$ cat src/rtl/diff_monitor.sv
// Statistics and alarm monitor for the 1-bit "operands differ" flag.
// Counts samples, mismatches and the current mismatch run; raises a sticky alarm at RUN_LIMIT.
module diff_monitor #(
  parameter int CNT_W     = 8,
  parameter int RUN_LIMIT = 3
) (
  input  logic             clk,
  input  logic             reset,
  input  logic             in_valid,
  input  logic             diff,
  input  logic             clear,
  output logic [CNT_W-1:0] sample_count,
  output logic [CNT_W-1:0] mismatch_count,
  output logic [CNT_W-1:0] run_len,
  output logic [1:0]       state,
  output logic             alarm,
  output logic             out_valid
);

  typedef enum logic [1:0] {
    IDLE  = 2'b00,
    MATCH = 2'b01,
    MISM  = 2'b10,
    ALARM = 2'b11
  } state_t;

  localparam logic [CNT_W-1:0] CNT_MAX  = {CNT_W{1'b1}};
  localparam logic [CNT_W-1:0] CNT_ZERO = {CNT_W{1'b0}};
  localparam logic [CNT_W:0]   LIMIT_W  = (CNT_W+1)'(RUN_LIMIT);

  // Saturating increment: the carry out of the widened sum marks overflow.
  function automatic logic [CNT_W-1:0] sat_inc(input logic [CNT_W-1:0] v);
    logic [CNT_W:0] sum;
    sum = {1'b0, v} + {{CNT_W{1'b0}}, 1'b1};
    if (sum[CNT_W]) begin
      return CNT_MAX;
    end else begin
      return sum[CNT_W-1:0];
    end
  endfunction

  state_t           state_r, state_nxt_s;
  logic [CNT_W-1:0] sample_r, sample_nxt_s;
  logic [CNT_W-1:0] mismatch_r, mismatch_nxt_s;
  logic [CNT_W-1:0] run_r, run_nxt_s;
  logic             alarm_r, out_valid_r, out_valid_nxt_s;
  logic [CNT_W:0]   run_wide_s;

  // Pre-saturation run length, so a saturated counter still trips the alarm.
  always_comb begin
    run_wide_s = {1'b0, run_r} + {{CNT_W{1'b0}}, 1'b1};
  end

  // Next-state and next-counter logic; clear wins over an in-flight sample.
  always_comb begin
    state_nxt_s     = state_r;
    sample_nxt_s    = sample_r;
    mismatch_nxt_s  = mismatch_r;
    run_nxt_s       = run_r;
    out_valid_nxt_s = 1'b0;
    if (clear) begin
      state_nxt_s    = IDLE;
      sample_nxt_s   = CNT_ZERO;
      mismatch_nxt_s = CNT_ZERO;
      run_nxt_s      = CNT_ZERO;
    end else if (in_valid) begin
      out_valid_nxt_s = 1'b1;
      sample_nxt_s    = sat_inc(sample_r);
      if (diff) begin
        mismatch_nxt_s = sat_inc(mismatch_r);
        run_nxt_s      = sat_inc(run_r);
      end else begin
        run_nxt_s = CNT_ZERO;
      end
      case (state_r)
        ALARM: state_nxt_s = ALARM;
        IDLE, MATCH, MISM: begin
          if (!diff) begin
            state_nxt_s = MATCH;
          end else if (run_wide_s >= LIMIT_W) begin
            state_nxt_s = ALARM;
          end else begin
            state_nxt_s = MISM;
          end
        end
        default: state_nxt_s = IDLE;
      endcase
    end else begin
      out_valid_nxt_s = 1'b0;
    end
  end

  // State, counter and output registers.
  always_ff @(posedge clk or posedge reset) begin
    if (reset) begin
      state_r     <= IDLE;
      sample_r    <= CNT_ZERO;
      mismatch_r  <= CNT_ZERO;
      run_r       <= CNT_ZERO;
      alarm_r     <= 1'b0;
      out_valid_r <= 1'b0;
    end else begin
      state_r     <= state_nxt_s;
      sample_r    <= sample_nxt_s;
      mismatch_r  <= mismatch_nxt_s;
      run_r       <= run_nxt_s;
      alarm_r     <= (state_nxt_s == ALARM);
      out_valid_r <= out_valid_nxt_s;
    end
  end

  assign sample_count   = sample_r;
  assign mismatch_count = mismatch_r;
  assign run_len        = run_r;
  assign state          = state_r;
  assign alarm          = alarm_r;
  assign out_valid      = out_valid_r;

endmodule
$ cat config.mk
export PLATFORM = sky130hd
export DESIGN_NAME = diff_monitor
export DESIGN_NICKNAME = d
export VERILOG_FILES = /design/src/rtl/diff_monitor.sv
export SDC_FILE = /design/constraint.sdc
export NUM_CORES = 1
export LEC_CHECK = 0
export ABC_CLOCK_PERIOD_IN_PS = 1900
export BUFFER_PORTS_ARGS = -buffer_cell sky130_fd_sc_hd__buf_2
export CORE_AREA = 8 8 77 79
export CTS_CLUSTER_SIZE = 28
export DETAILED_ROUTE_END_ITERATION = 7
export DIE_AREA = 0 0 85 87
export GPL_TIMING_DRIVEN = 0
export PLACE_DENSITY = 0.65
export SYNTH_ARGS = -nofsm -noshare
export SYNTH_HDL_FRONTEND = slang
export SYNTH_SLANG_ARGS = --single-unit
$ cat constraint.sdc
create_clock -name clk -period 1.9 [get_ports clk]
set_input_delay 0.095 -clock clk [delete_from_list [all_inputs] [get_ports clk]]
set_output_delay 0.095 -clock clk [all_outputs]
set_load 0.01 [all_outputs]
==> metrics.cfg <==
[outcome]
status=finished, final reports clean

[power]
irDropWorstVdd_mv=0.238
finalPower_w=0.00105
powerDensity_nw_per_um2=568
pwr-share-comb_pct=10.8
power.internal_w=0.000791
switching_share_pct=24.9
pwr-share-clk_pct=30.0
switchingPower_w=0.000262
p_leak_nw=0.850
power_frac_seq_pct=59.2

[synthesis]
yosysTopAreaCell=dfrtp_1
synth_common_cells=dfrtp_1, nor2_1, a21oi_1, inv_1, a211oi_1
synth_area_um2=1590
ys_warn_count=0
synth.avg_cell_area_um2=9.28
synth_edf_count=0
seq_area_frac_synth_pct=44.2
synth_nets=180
synthFlopType=dfrtp_1
syn-instance-count=171
ys_top_cells_by_area=dfrtp_1, a211oi_1, nor2_1
yosysMostFrequentCell=dfrtp_1
synth.top_cell.area_share_pct=44.2
ys_ff_latch=28
ys_async_sr_fraction_pct=100
ys_types=35

[run]
cap_violations=0

[drt]
finalWirelength_um=3880
via_per_inst=5.41
wl_per_cell_um=14.9
ant_nets=0
dr.pass1.iters=4
vias=1411
drc=0
drtIter0Drc=104

[sta]
setup_viol=0
post-route-period-util_pct=94.9
skew_ns=0.00676
slew_headroom_pct=28.7
maxSlewViolCount=0
fmax_mhz=554
tns_ns=0
layout_min_cycle_time_ns=1.80
worst_pin_slew_ns=1.07
finalHoldViolCount=0
rsz0062_at_grt=false

[placed_design]
place_area_um2=1810
io_buffers=31
dpl.hpwl_um=2770
place.gp.congestion=0.807

[min_path]
worstHoldPathType=primary input to async pin

[floorplan]
fp.dieW_um=85
boundaryPins=33
core_um2=4850
die-area_um2=7400
die_h_um=87
num_rows=26
start_util_pct=32.7

[clock_network]
cts_tree=yes
path_clk_slew_ns=0.09
cts_num_sinks=28
cts_inserted_buffers=3
clockBufferDepth=2
cts_setup_buffers=0
cts_root_buffer=clkbuf_8
htreeDepth=1
post_cts_resized=0
clock_latency_ns=0.27
ctsHoldBuffers=0

[final_layout]
area_delta_synth_final_pct=17.0
antenna_cells=0
multi_input_area_um2=787
final_layout_size_suffix_gt1_share_pct=21.5
fin_util_pct=38.3
final-seq-area_um2=702
num-fill-cells=502
num-nets-final=216
stdcell_area_um2=1860

[setup_path]
required_ns=2.04
path_max_fanout=7
crit_arrival_ns=1.94
path_class=register to register
cp-start-kind=register
reg2regPathDepth=6
worst_setup_path_end_kind=register

[grt]
antenna_found_initial=0
grt_max_degree=29
grt_pass1_vias=1219
track_usage_pct=10.5
grt-ovfl-total=0
grt_pass1_wl_um=6380

[layer usage]
layer	global-route usage, %	part of all wire [%]
met4	2.43	0.67
met3	2.92	6.2
met1	14.3	48
met2	15.9	45
met5	0	0
[power groups by stage]
| stage | clock, W | sequential (W) | combinational [W] |
|---|---|---|---|
| 4_1_cts | 0.000336 | 0.000624 | 0.000116 |
| 3_5_place_dp | 0 | 0.000636 | 0.000115 |
| 3_3_place_gp | 0 | 0.000636 | 0.000115 |
| 2_1_floorplan | 0 | 0.000640 | 0.0000697 |
| 6_report | 0.000316 | 0.000624 | 0.000114 |
| 5_1_grt | 0.000363 | 0.000628 | 0.000130 |
[area by class of cell]
type / count / share of cell area (%)
Clock buffer: 3 / 2.22
Multi-Input combinational cell: 122 / 42.4
Buffer: 10 / 3.23
Tap cell: 56 / 3.77
Inverter: 11 / 2.22
Timing Repair Buffer: 31 / 8.36
Sequential cell: 28 / 37.8
[metrics by stage]
stage                     setup slack (ns)  instances  hold slack, ns
after floorplan                      0.158        171           0.160
after global placement              0.0843        258           0.426
after detailed placement            0.0869        258           0.425
after CTS                           0.0710        261           0.126
after global routing                0.0190        261           0.187
final                               0.0962        261          0.0793
[final timing paths]
| path | startpoint | end | slack [ns] |
|---|---|---|---|
| setup / recovery | run_len[1] | state[0] | 0.1 |
| hold / removal | reset | sample_count[2] | 0.08 |
| setup reg to reg | run_len[1] | state[0] | 0.1 |
| hold reg to reg | sample_count[0] | sample_count[0] | 0.53 |
| max in group asynchronous | reset | run_len[0] | 1.10 |
| min in group clk | in_valid | state[1] | 0.17 |
[cells in the final DEF, fill, tap and decap left out, types with 3 or more instances in the layout]
master / count
a211oi_1: 10
a21oi_1: 11
a311oi_1: 4
a31oi_1: 7
and3_1: 3
and4_1: 3
buf_2: 34
clkbuf_1: 4
clkbuf_8: 3
dfrtp_1: 27
ha_1: 4
inv_1: 11
nand2_1: 8
nand2b_1: 3
nand3_1: 9
nand4_1: 5
nor2_1: 15
nor3_1: 9
o21ai_0: 4
o21bai_1: 7
xnor2_1: 3
[flip-flops by register name, summed over array words and instances, names as in the netlist]
register and cells:
alarm 1, mismatch_count 8, out_valid 1, run_len 8, sample_count 8, state 2
[cells by family (layout without fill, tap and decap cells)]
family | after synthesis | in the layout | synth area share (%)
AND/OR/NAND/NOR | 61 | 61 | 19.7
AO/OA/AOI/OAI | 51 | 51 | 23.1
flip-flops | 28 | 28 | 44.2
buffers and inverters | 21 | 55 | 6.39
adder cells (fa/ha/maj) | 4 | 4 | 3.15
XOR/XNOR | 4 | 4 | 2.21
multiplexers | 2 | 2 | 1.26
[worst max-delay path: stages (launching register included)]
cell and delay (ns):
dfrtp_1 0.48, ha_1 0.29, and3_1 0.22, buf_6 0.13, xnor2_1 0.14, a2111oi_4 0.29, a311oi_1 0.13
Note: power is estimated with default switching activity, not from simulation.
